===== src/rtl/sys_array_pkg.sv =====
// Shared types and helpers for the systolic-array feeder blocks.
package sys_array_pkg;

    // Feeder batch sequencing states.
    typedef enum logic [1:0] {
        IDLE,
        STREAM,
        FLUSH,
        DONE
    } skew_state_t;

    // Width needed to encode a lane count minus one.
    function automatic int unsigned len_width(input int unsigned n);
        return (n <= 1) ? 1 : $clog2(n);
    endfunction

    // Turns a "length minus one" setting into an active lane count,
    // saturating at the physical number of lanes.
    function automatic int unsigned clamp_len(input int unsigned len_m1,
                                              input int unsigned max_l);
        return (len_m1 >= max_l) ? max_l : len_m1 + 1;
    endfunction

endpackage


===== src/rtl/sys_array_delay_line.sv =====
// Data + valid shift register of DEPTH stages; DEPTH=0 is a plain wire.
module sys_array_delay_line #(
    parameter int DATA_WIDTH = 8,
    parameter int DEPTH      = 1
) (
    input  logic                  clk,
    input  logic                  reset_n,
    input  logic [DATA_WIDTH-1:0] in_data,
    input  logic                  in_valid,
    output logic [DATA_WIDTH-1:0] out_data,
    output logic                  out_valid
);

    if (DEPTH == 0) begin : g_pass
        // Clock and reset are not needed when there are no stages.
        logic unused_clk_rst;
        assign unused_clk_rst = clk ^ reset_n;
        assign out_data       = in_data;
        assign out_valid      = in_valid;
    end else begin : g_chain
        logic [DATA_WIDTH-1:0] data_q [DEPTH];
        logic [DEPTH-1:0]      valid_q;

        // Shift data and its valid flag one stage per clock.
        always_ff @(posedge clk or negedge reset_n) begin
            if (!reset_n) begin
                for (int i = 0; i < DEPTH; i++) begin
                    data_q[i] <= '0;
                end
                valid_q <= '0;
            end else begin
                data_q[0]  <= in_data;
                valid_q[0] <= in_valid;
                for (int i = 1; i < DEPTH; i++) begin
                    data_q[i]  <= data_q[i-1];
                    valid_q[i] <= valid_q[i-1];
                end
            end
        end

        assign out_data  = data_q[DEPTH-1];
        assign out_valid = valid_q[DEPTH-1];
    end

endmodule


===== src/rtl/sys_array_input_skew.sv =====
// Feeder that turns unskewed matrix rows into the diagonal wavefront the
// systolic array consumes: lane k is delayed k cycles behind lane 0.
//
// Handshake: a row transfers on a rising edge where in_valid and in_ready are
// both high; in_row/in_last are ignored whenever in_valid is low. in_ready is
// high only in IDLE/STREAM and never during reset or the first cycle after it.
module sys_array_input_skew
    import sys_array_pkg::*;
#(
    parameter int DATA_WIDTH  = 8,
    parameter int ARRAY_MAX_L = 10,
    parameter int LEN_W       = len_width(ARRAY_MAX_L)
) (
    input  logic                                    clk,
    input  logic                                    reset_n,
    input  logic [LEN_W-1:0]                        cfg_len_m1,
    input  logic                                    in_valid,
    output logic                                    in_ready,
    input  logic                                    in_last,
    input  logic [0:ARRAY_MAX_L-1][DATA_WIDTH-1:0]  in_row,
    output logic [0:ARRAY_MAX_L-1][DATA_WIDTH-1:0]  out_data,
    output logic [0:ARRAY_MAX_L-1]                  out_lane_valid,
    output logic                                    busy,
    output logic                                    done
);

    skew_state_t state, state_nxt;
    logic [LEN_W:0]   len_q;       // active lane count of the current batch
    logic [LEN_W:0]   len_cfg;     // clamped lane count from the config port
    logic [LEN_W:0]   len_eff;     // lane count governing this cycle
    logic [LEN_W-1:0] cnt_q, cnt_nxt;
    logic             ready_en_q;
    logic             accept;
    logic [0:ARRAY_MAX_L-1]                  lane_en;
    logic [0:ARRAY_MAX_L-1][DATA_WIDTH-1:0]  row_q;
    logic [0:ARRAY_MAX_L-1]                  row_valid_q;

    // The first row of a batch uses the live config; later rows use the latch.
    assign len_cfg  = (LEN_W+1)'(clamp_len(32'(cfg_len_m1), ARRAY_MAX_L));
    assign len_eff  = (state == IDLE) ? len_cfg : len_q;
    assign in_ready = ready_en_q && ((state == IDLE) || (state == STREAM));
    assign accept   = in_valid && in_ready;
    assign busy     = (state == STREAM) || (state == FLUSH);
    assign done     = (state == DONE);

    // Next-state and flush counter: flush covers the L-1 cycles the last
    // row's upper lanes still need to emerge.
    always_comb begin
        state_nxt = state;
        cnt_nxt   = cnt_q;
        case (state)
            IDLE, STREAM: begin
                if (accept) begin
                    if (in_last) begin
                        if (len_eff == (LEN_W+1)'(1)) begin
                            state_nxt = DONE;
                        end else begin
                            state_nxt = FLUSH;
                            cnt_nxt   = LEN_W'(len_eff - 1'b1);
                        end
                    end else begin
                        state_nxt = STREAM;
                    end
                end
            end
            FLUSH: begin
                cnt_nxt = cnt_q - 1'b1;
                if (cnt_q <= LEN_W'(1)) begin
                    state_nxt = DONE;
                end
            end
            DONE:    state_nxt = IDLE;
            default: state_nxt = IDLE;
        endcase
    end

    // Active lanes of an accepted row; everything else enters as a bubble.
    always_comb begin
        lane_en = '0;
        for (int k = 0; k < ARRAY_MAX_L; k++) begin
            lane_en[k] = accept && (k < int'(len_eff));
        end
    end

    // State, counter, batch length latch and post-reset ready enable.
    always_ff @(posedge clk or negedge reset_n) begin
        if (!reset_n) begin
            state      <= IDLE;
            cnt_q      <= '0;
            len_q      <= '0;
            ready_en_q <= 1'b0;
        end else begin
            state      <= state_nxt;
            cnt_q      <= cnt_nxt;
            ready_en_q <= 1'b1;
            if ((state == IDLE) && accept) begin
                len_q <= len_cfg;
            end
        end
    end

    // Common input register feeding every lane's delay chain.
    always_ff @(posedge clk or negedge reset_n) begin
        if (!reset_n) begin
            row_q       <= '0;
            row_valid_q <= '0;
        end else begin
            row_valid_q <= lane_en;
            for (int k = 0; k < ARRAY_MAX_L; k++) begin
                row_q[k] <= lane_en[k] ? in_row[k] : '0;
            end
        end
    end

    for (genvar k = 0; k < ARRAY_MAX_L; k++) begin : g_lane
        sys_array_delay_line #(
            .DATA_WIDTH (DATA_WIDTH),
            .DEPTH      (k)
        ) u_delay (
            .clk       (clk),
            .reset_n   (reset_n),
            .in_data   (row_q[k]),
            .in_valid  (row_valid_q[k]),
            .out_data  (out_data[k]),
            .out_valid (out_lane_valid[k])
        );
    end

endmodule


===== config.mk =====
export PLATFORM = sky130hd
export DESIGN_NAME = sys_array_input_skew
export DESIGN_NICKNAME = d
export VERILOG_FILES = /design/src/rtl/sys_array_pkg.sv /design/src/rtl/sys_array_delay_line.sv /design/src/rtl/sys_array_input_skew.sv
export SDC_FILE = /design/constraint.sdc
export NUM_CORES = 1
export LEC_CHECK = 0
export CAP_MARGIN = 20
export CORE_MARGIN = 1.5
export CORE_UTILIZATION = 54
export DETAILED_ROUTE_END_ITERATION = 10
export GPL_TIMING_DRIVEN = 0
export PLACE_DENSITY_LB_ADDON = 0.3
export SLEW_MARGIN = 25
export SYNTH_ARGS = -nofsm -noshare
export SYNTH_HDL_FRONTEND = slang
export SYNTH_SLANG_ARGS = --single-unit

===== constraint.sdc =====
create_clock -name clk -period 2.5 [get_ports clk]
set_input_delay 0.25 -clock clk [delete_from_list [all_inputs] [get_ports clk]]
set_output_delay 0.25 -clock clk [all_outputs]
set_load 0.01 [all_outputs]

Word level (Yosys, flattened, before mapping) --
Index checks and enable logic that the tools add are counted.
Storage, ports and cells: register bits after elaboration 507, bits in latches 0, memory bits (writable) 0, bits in read-only memories 0, output and inout bits 93, logic and storage cells 133, memories kept 0
Operators by class: $add $sub $neg 3, multipliers 0, divide/modulo/power cells 0, order comparisons 12, equal/unequal tests 8, shift-type cells 0, muxes and demuxes 21, bitwise gates (word level) 0, reduce and logical (&&, ||, !) cells 20
Operators by type and width (count):
- 8-bit 2-to-1 mux | 10
- 3-bit by 5-bit less-than comparator with 1-bit output, first input constant | 4
- 1-bit logical AND | 13
- 4-bit 2-to-1 mux | 3
- 1-bit by 5-bit less-than comparator with 1-bit output, first input constant | 2
- 2-bit by 5-bit less-than comparator with 1-bit output, first input constant | 2
- 4-bit by 5-bit less-than comparator with 1-bit output, first input constant | 2
- 5-bit 2-to-1 mux | 2
- 4-bit one-hot mux with 2 select lines | 1
- 4-bit by 1-bit subtractor with 4-bit output, second input constant | 2
- 2-bit 2-to-1 mux | 3
- 2-bit inequality test, second input constant | 3
- 2-bit one-hot mux with 3 select lines | 1
- 4-bit by 1-bit adder with 5-bit output, second input constant | 1
- 5-bit by 1-bit == test with 1-bit output, second input constant | 1
- 2-bit == test, second input constant | 2
- 4-bit greater-or-equal comparator, second input constant | 1
- 4-bit by 1-bit <= comparator with 1-bit output, second input constant | 1
- 4-bit AND reduction | 1
- 2-bit by 1-bit == test with 1-bit output, second input constant | 1
- 2-bit zero test | 1
- 1-bit logical OR | 2
- 2-bit by 1-bit inequality test with 1-bit output, second input constant | 1
- 2-bit AND reduction | 1
- 3 further kinds | 3

Depth between registers and ports, before layout --
Gate-level depths: netlist of the first run.
depth after elaboration 8, mapped depth 10

Modules after synthesis --
From an unflattened synthesis of the first run, not the netlist that was laid out.
Second synthesis, totals: cells, all modules 802, area, all modules 14736.6 µm²
By module, submodules not included:
- sys_array_input_skew | times used 1, cells an instance 324, area each 4053.9 µm²
- sys_array_delay_line at g_lane[9].u_delay | times used 1, cells an instance 89, area each 2087.0 µm²
- sys_array_delay_line at g_lane[8].u_delay | times used 1, cells an instance 80, area each 1861.8 µm²
- sys_array_delay_line at g_lane[7].u_delay | times used 1, cells an instance 71, area each 1636.6 µm²
- sys_array_delay_line at g_lane[6].u_delay | times used 1, cells an instance 62, area each 1411.4 µm²
- sys_array_delay_line at g_lane[5].u_delay | times used 1, cells an instance 53, area each 1186.1 µm²
- sys_array_delay_line at g_lane[4].u_delay | times used 1, cells an instance 44, area each 960.9 µm²
- sys_array_delay_line at g_lane[3].u_delay | times used 1, cells an instance 35, area each 735.7 µm²
- sys_array_delay_line at g_lane[2].u_delay | times used 1, cells an instance 26, area each 510.5 µm²
- sys_array_delay_line at g_lane[1].u_delay | times used 1, cells an instance 9, area each 225.2 µm²
- sys_array_delay_line at g_lane[0].u_delay | times used 1, cells an instance 9, area each 67.6 µm²

Least setup slack after synthesis of the first run --
OpenSTA, ideal clock, no wires.
kind register to register, start point reg state[0], end point reg cnt_q[2], setup time 124 ps, arrival time 2033 ps, required time 2376 ps, slack 343 ps, cell stages (with the launch flop) 10, clock period less this slack 2157 ps, cells stage by stage dfrtp_1 > inv_1 > ha_1 > buf_2 > buf_2 > o211ai_1 > ha_1 > xor2_1 > nor3_1 > a211o_1
On the way: cells in the longest elaborated chain, start to end 7
RTL lines:
- start: declaration | RTL line sys_array_input_skew.sv:27 | skew_state_t state, state_nxt;
- start signal: assignment | RTL line sys_array_input_skew.sv:93 | state <= state_nxt;
- 2-bit zero test | RTL line sys_array_input_skew.sv:40, sys_array_input_skew.sv:41, sys_array_input_skew.sv:51
- 5-bit 2-to-1 mux | RTL line sys_array_input_skew.sv:40 | assign len_eff = (state == IDLE) ? len_cfg : len_q;
- 4-bit by 1-bit subtractor with 4-bit output | RTL line sys_array_input_skew.sv:59 | cnt_nxt = LEN_W'(len_eff - 1'b1);
- 4-bit 2-to-1 mux | RTL line sys_array_input_skew.sv:55 | if (len_eff == (LEN_W+1)'(1)) begin
- 4-bit 2-to-1 mux | RTL line sys_array_input_skew.sv:54 | if (in_last) begin
- 4-bit 2-to-1 mux | RTL line sys_array_input_skew.sv:53 | if (accept) begin
- 4-bit one-hot mux with 2 select lines | RTL line sys_array_input_skew.sv:51 | case (state)
- end signal: assignment | RTL line sys_array_input_skew.sv:94 | cnt_q <= cnt_nxt;
- end: declaration | RTL line sys_array_input_skew.sv:31 | logic [LEN_W-1:0] cnt_q, cnt_nxt;
Parallel ways exist; a longest one is shown, timed or not. The select of a mux whose other input is x is not followed. A chain may end at the register's enable or synchronous reset.

Worst setup path in the final report of the first run --
start point in cfg_len_m1[0], end point reg cnt_q[2]
On the way: cells in the longest elaborated chain, start to end 8
RTL lines:
- start: declaration | RTL line sys_array_input_skew.sv:16 | input logic [LEN_W-1:0] cfg_len_m1,
- 4-bit by 1-bit adder with 5-bit output / 4-bit greater-or-equal comparator (equally long branches) | RTL line sys_array_pkg.sv:21 | return (len_m1 >= max_l) ? max_l : len_m1 + 1;
- 5-bit 2-to-1 mux * | RTL line sys_array_pkg.sv:21
- 5-bit 2-to-1 mux * | RTL line sys_array_input_skew.sv:40
- 4-bit by 1-bit subtractor with 4-bit output | RTL line sys_array_input_skew.sv:59
- 4-bit 2-to-1 mux | RTL line sys_array_input_skew.sv:55
- 4-bit 2-to-1 mux | RTL line sys_array_input_skew.sv:54
- 4-bit 2-to-1 mux | RTL line sys_array_input_skew.sv:53
- 4-bit one-hot mux with 2 select lines | RTL line sys_array_input_skew.sv:51
Every way passes the cells marked *; elsewhere a longest branch is shown, timed or not. The select of a mux whose other input is x is not followed.

==> results of run 1 <==
## sequential cells by signal (all words and copies together), names as in the netlist
signal and cells:
len_q 5, g_lane.u_delay.out_valid 1, g_lane.u_delay.out_data 72, g_lane.u_delay.g_chain.data_q 288, row_valid_q 10, ready_en_q 1
row_q 80, cnt_q 4, state 2, g_lane.u_delay.g_chain.valid_q 44
## per-stage QoR
step	power [mW]	instance area, µm²
6_report	19.54	18800
5_1_grt	20.47	18800
4_1_cts	19.60	18670
3_5_place_dp	12.31	17040
3_3_place_gp	12.18	16900
2_1_floorplan	11.09	14670
## what timing repair did
item                       4_1_cts  5_1_grt
setup buffers                    0        6
setup endpoints to repair       24       62
hold endpoints to repair        53        0
resized for setup                2       17
hold buffers                     1        0
pin swaps                        0        3
## metal layers
layer  wire length, µm  vias up  GRT usage
met2             12320      209     0.2957
met1              8824     3382     0.2182
met4               480        0    0.05131
met3              1719       39    0.05595
li1                  -     2949          -
met5                 0        -          0
## synth_stat cells (all sizes together), types with 2 or more instances
master	n	share of area
dfrtp	507	0.86
o21ai	12	0.0043
nand2	14	0.0036
o311ai	2	0.0012
nor2b	10	0.0043
nor4	2	0.00085
a21o	2	0.0010
o31ai	5	0.0035
a21oi	13	0.0049
mux2	2	0.0015
buf	81	0.041
a31oi	2	0.00085
o211ai	3	0.0019
a211oi	2	0.0022
inv	7	0.0018
nor2	9	0.0023
nand3b	2	0.0010
ha	9	0.0077
a221oi	2	0.0016
nor3	5	0.0025
and2	74	0.032
## cell type report
| cell class | count | area share |
|---|---|---|
| well taps | 341 | 0.02270 |
| multi-input cells | 196 | 0.07581 |
| clock buffers | 75 | 0.07568 |
| clock inverters | 12 | 0.009984 |
| plain buffers | 82 | 0.03222 |
| repair buffers | 192 | 0.1072 |
| inverters | 7 | 0.001398 |
| flip-flops and latches | 507 | 0.6751 |
## logic make-up after synthesis
group / Yosys count / synth area share
muxes: 3 / 0.002217
adders and majority gates: 9 / 0.007676
DFF: 507 / 0.8648
and+or+nand+nor: 125 / 0.05049
buffers and inverters: 89 / 0.04264
other: 1 / 0.0002556
xor gates and xnor gates: 2 / 0.001194
AOI/OAI and AO/OA: 56 / 0.03070
## path summary, 6_finish.rpt
| kind | startpoint | endpoint | slack [ns] | cells after the start |
|---|---|---|---|---|
| hold / removal | reset_n | row_q[35]$_DFF_PN0_ | 0.21 | 2 |
| setup reg to reg | state[1]$_DFFE_PN0P_ | row_q[37]$_DFF_PN0_ | 0.07 | 8 |
| setup / recovery | cfg_len_m1[0] | cnt_q[2]$_DFFE_PN0P_ | 0.06 | 9 |
| max in group asynchronous | reset_n | g_lane[9].u_delay.g_chain.data_q[32]$_DFF_PN0_ | 0.60 | 5 |
| hold reg to reg | row_q[1]$_DFF_PN0_ | g_lane[9].u_delay.g_chain.data_q[65]$_DFF_PN0_ | 0.32 | 0 |
| min in group clk | in_row[31] | row_q[31]$_DFF_PN0_ | 0.24 | 2 |
## worst max-delay path: cells and delay by family
kind,cells,cell delay (ns)
XOR/XNOR,1,0.16
AO/OA/AOI/OAI,3,0.97
adder cells (fa/ha/maj),2,0.59
buffers and inverters,2,0.83
AND/OR/NAND/NOR,1,0.06
## power by group through the flow
| stage | clock [mW] | combinational [mW] | sequential [mW] |
|---|---|---|---|
| finish | 7.15 | 2.71 | 9.68 |
| detailed placement | 0 | 2.50 | 9.81 |
| global placement | 0 | 2.41 | 9.78 |
| global route | 7.72 | 2.96 | 9.78 |
| CTS | 7.37 | 2.53 | 9.70 |
| floorplan | 0 | 1.42 | 9.67 |
==> flow_summary.json, run 1 <==
{
  "final_nets": 1130,
  "worst_path_most_repeated_cell": "sky130_fd_sc_hd__ha_1",
  "drt_drc_violations_left": 0,
  "largest_net_degree_at_the_start_of_global_routing": 102,
  "final_max_slew_viol_count": 0,
  "gp_congestion": 0.8295,
  "worst_path_largest_cell_delay_ns": 0.70,
  "holdCritPathClass": "primary input to async pin",
  "pwr-share-seq": 0.495,
  "cp.arrival_ns": 2.87,
  "asyncSetResetFlopFracSynth": 1.000,
  "route.detailed.vias_per_inst": 4.659,
  "h-tree-depth": 2,
  "power_leakage_nw": 9.579,
  "row_count": 60,
  "category_of_the_worst_setup_path_capture_point": "flop",
  "timing.final.ws_setup_ns": 0.06410,
  "path_max_fanout": 8,
  "initial_antenna_violation_count": 0,
  "period_share": 0.9744,
  "root_buffer": "sky130_fd_sc_hd__clkbuf_16",
  "clock-sinks": 507,
  "crit_path_top_delay_cell": "sky130_fd_sc_hd__clkdlybuf4s50_1",
  "post_synth_instance_area_mm2": 0.01467,
  "layout_cell_share_with_drive_strength_beyond_1": 0.1793,
  "die_w_um": 167.8,
  "cts_inserted_buffers": 47,
  "syn_nets": 889,
  "synth-seq-area-share": 0.8648,
  "detailroute.via_count": 6579,
  "io_buffers": 180,
  "regArea_mm2": 0.01269,
  "postLayoutCoreUtil": 0.7014,
  "worst-endpoint-required_ns": 2.94,
  "worst_hold_slack_ns": 0.2089,
  "detail_route.first_pass.iterations": 4,
  "wire_length_after_detailed_routing_mm": 23.35,
  "clk_pin_slew_worst_paths_ns": 0.06,
  "comb_power_share": 0.139,
  "number_of_placed_i_o_pins": 181,
  "ys_types": 59,
  "critical_path.cell_chain": "clkdlybuf4s50_1, inv_1, ha_1, o311ai_1, o211ai_1, ha_1, xor2_1, nor3_1, a211o_1",
  "antennaDiodeCount": 0,
  "placed_cells_incl_taps": 1318,
  "synthToLayoutAreaGrowth_pct": 28.14,
  "syn-mean-instance-area_um2": 18.52,
  "synth_top_flop_cell": "sky130_fd_sc_hd__dfrtp_1",
  "worst_setup_path_start_kind": "primary input",
  "finalClockSkew_ns": 0.02411,
  "cts_buffer_depth": 3,
  "number_of_flops_mapped_to_enable_cells_by_yosys": 0,
  "syn_inst": 792,
  "hpwl_after_dpl_mm": 13.55,
  "run_status": "finished, final reports clean",
  "gr-usage-all-layers": 0.1748,
  "cts_tree": "done",
  "power_per_cell_area_mw_per_mm2": 1040,
  "fillCellCount": 1620,
  "die_area_mm2": 0.02817,
  "die_h_um": 167.8,
  "first_global_vias": 6955,
  "netSwitchingFraction": 0.2390,
  "report.final.setup_viol": 0,
  "start_util": 0.5474,
  "final.min_clock_period_ns": 2.436,
  "layout.cells.most_common_list": "sky130_fd_sc_hd__dfrtp_1 (505), sky130_fd_sc_hd__clkdlybuf4s50_1 (178), sky130_fd_sc_hd__buf_4 (79)",
  "grt-ovfl-total": 0,
  "place_ws_ns": -0.3898,
  "standard_cell_core_area_mm2": 0.02680,
  "power.switching_mw": 4.671,
  "cap_viol_max_count": 0,
  "setup.worst_path.class": "primary input to flop",
  "irDropWorstVdd_mv": 0.6347,
  "dr.first_iter.drc_count": 476,
  "clkPwrFrac": 0.366,
  "most_common_cell_after_layout_fill_and_taps_aside": "sky130_fd_sc_hd__dfrtp_1",
  "finalHoldViolCount": 0,
  "yosysWarnings": 0,
  "number_of_standard_cells_in_the_layout_taps_in_and_fillers_out": 1412,
  "residual_antenna_violating_net_count_after_detailed_routing": 0,
  "power_report.internal_total_mw": 14.87,
  "postSynthRegisterBits": 507,
  "multiInputGateArea_mm2": 0.001425,
  "worstSkewPairLatency_ns": 0.55,
  "fin_tns_setup_ns": 0,
  "timing.fmax_ghz": 0.4105,
  "grt_first_pass_wirelength_mm": 37.53,
  "wire_per_inst_um": 16.53
}
No activity file was read; power rests on OpenSTA's default activity.
==> inputs of run 2 (changes only) <==
--- a/config.mk
+++ b/config.mk
@@ -11,6 +11,7 @@
 export DETAILED_ROUTE_END_ITERATION = 10
 export GPL_TIMING_DRIVEN = 0
 export PLACE_DENSITY_LB_ADDON = 0.3
+export SKIP_CTS_REPAIR_TIMING = 1
 export SLEW_MARGIN = 25
 export SYNTH_ARGS = -nofsm -noshare
 export SYNTH_HDL_FRONTEND = slang
==> run 2 against run 1 <==
Against the previous run:
- non-clock buffer count did not move
- final cell count did not move
- hold slack got worse by 0.00096 ns
- highest routed layer unchanged
- fmax rose by 0.58%
- die area did not move
- global-route usage barely moved
- register-to-register slack barely moved
- critical path type is now flop to flop
- core utilization fell by 0.061 points
- sequential share of layout area rose by 0.051 points
- critical path depth fell by 1
==> flow_summary.json, run 2 (same netlist as run 1, synthesis figures left out) <==
{
  "run_status": "finished, final reports clean",
  "reg2reg_depth": 8,
  "category_of_the_worst_setup_path_capture_point": "flop",
  "critical_path.cell_chain": "inv_2, ha_2, clkbuf_4, mux2i_1, o221ai_1, o31ai_4, o32ai_1, a211o_1",
  "detailroute.via_count": 6541,
  "final_max_slew_viol_count": 0,
  "path_max_fanout": 10,
  "root_buffer": "sky130_fd_sc_hd__clkbuf_16",
  "first_global_vias": 6940,
  "h-tree-depth": 2,
  "row_count": 60,
  "wire_length_after_detailed_routing_mm": 23.23,
  "standard_cell_core_area_mm2": 0.02680,
  "largest_register_ff_count": 288,
  "setup.worst_path.class": "flop to flop",
  "number_of_placed_i_o_pins": 181,
  "largest_net_degree_at_the_start_of_global_routing": 102,
  "cp.buffers_inverters": 2,
  "postLayoutCoreUtil": 0.7008,
  "worstSkewPairLatency_ns": 0.55,
  "final_nets": 1130,
  "die_w_um": 167.8,
  "fillCellCount": 1618,
  "layout_cell_share_with_drive_strength_beyond_1": 0.1774,
  "hpwl_after_dpl_mm": 13.55,
  "gp_congestion": 0.8295,
  "holdCritPathClass": "primary input to async pin",
  "grt_first_pass_wirelength_mm": 37.52,
  "most_common_cell_after_layout_fill_and_taps_aside": "sky130_fd_sc_hd__dfrtp_1",
  "worst_hold_slack_ns": 0.2080,
  "worst_path_largest_cell_delay_ns": 0.44,
  "cap_viol_max_count": 0,
  "power_leakage_nw": 9.571,
  "irDropWorstVdd_mv": 0.6391,
  "cp.arrival_ns": 2.86,
  "clock-sinks": 507,
  "cts_inserted_buffers": 47,
  "grt-ovfl-total": 0,
  "antennaDiodeCount": 0,
  "worst-endpoint-required_ns": 2.94,
  "top_register": "g_lane.u_delay.g_chain.data_q",
  "power_per_cell_area_mw_per_mm2": 1037,
  "drt_drc_violations_left": 0,
  "cts_buffer_depth": 3,
  "report.final.setup_viol": 0,
  "worst_setup_path_start_kind": "flop",
  "fin_tns_setup_ns": 0,
  "residual_antenna_violating_net_count_after_detailed_routing": 0,
  "io_buffers": 180,
  "worst-slew-pin-transition_ns": 0.5656,
  "wire_per_inst_um": 16.45,
  "start_util": 0.5474,
  "finalClockSkew_ns": 0.02475,
  "placed_cells_incl_taps": 1318,
  "finalHoldViolCount": 0,
  "dr.first_iter.drc_count": 458,
  "detail_route.first_pass.iterations": 4,
  "post-route-cell-area_mm2": 0.01878,
  "synthToLayoutAreaGrowth_pct": 28.03,
  "die_area_mm2": 0.02817,
  "layout.cells.most_common_list": "sky130_fd_sc_hd__dfrtp_1 (506), sky130_fd_sc_hd__clkdlybuf4s50_1 (178), sky130_fd_sc_hd__buf_4 (78)",
  "die_h_um": 167.8,
  "number_of_standard_cells_in_the_layout_taps_in_and_fillers_out": 1412,
  "clk_pin_slew_worst_paths_ns": 0.06,
  "route.detailed.vias_per_inst": 4.632,
  "initial_antenna_violation_count": 0,
  "final.min_clock_period_ns": 2.422,
  "path_delay_family": "compound AO/OA/AOI/OAI gates",
  "gr-usage-all-layers": 0.1747,
  "period_share": 0.9687,
  "worst_slew_margin_rel": 0.6188,
  "timing.fmax_ghz": 0.4129,
  "placed_area_mm2": 0.01704,
  "cts_tree": "done",
  "crit_path_top_delay_cell": "sky130_fd_sc_hd__dfrtp_1",
  "cp_num_cells": 8
}
run 2: power by group:
part	switching, mW	internal, mW
Sequential	0.406	9.27
Combinational	1.33	1.33
Clock	2.90	4.25
run 2: stage by stage:
step | power [mW] | setup slack [ns]
floorplan | 11.09 | 0.3429
global placement | 12.18 | -19.56
detailed placement | 12.31 | -0.3898
CTS | 19.60 | -0.09123
global route | 20.42 | -0.08276
finish | 19.48 | 0.07813
run 2: layer usage:
layer	GRT usage	vias up	share of wire
met4	0.05131	0	0.018
met3	0.05595	40	0.073
met5	0	-	0
met2	0.2953	197	0.53
met1	0.2184	3358	0.38
li1	-	2946	-
run 2: cell type report:
| type | instances | area [µm²] | share of cell area |
|---|---|---|---|
| buffer | 82 | 605.6 | 0.03224 |
| clock buffer | 75 | 1423 | 0.07574 |
| clock inverter | 12 | 187.7 | 0.009993 |
| inverter | 7 | 26.28 | 0.001399 |
| multi-input combinational | 196 | 1398 | 0.07441 |
| sequential | 507 | 12690 | 0.6756 |
| tap | 341 | 426.7 | 0.02272 |
| timing repair buffer | 192 | 2027 | 0.1079 |
run 2: path summary, 6_finish.rpt:
kind	start	end	slack [ns]
max	state[1]$_DFFE_PN0P_	cnt_q[2]$_DFFE_PN0P_	0.08
max in group asynchronous	reset_n	g_lane[9].u_delay.g_chain.data_q[13]$_DFF_PN0_	0.64
min in group clk	in_row[31]	row_q[31]$_DFF_PN0_	0.24
min	reset_n	row_q[35]$_DFF_PN0_	0.21
min reg2reg	row_q[1]$_DFF_PN0_	g_lane[9].u_delay.g_chain.data_q[65]$_DFF_PN0_	0.32
max reg2reg	state[1]$_DFFE_PN0P_	cnt_q[2]$_DFFE_PN0P_	0.08
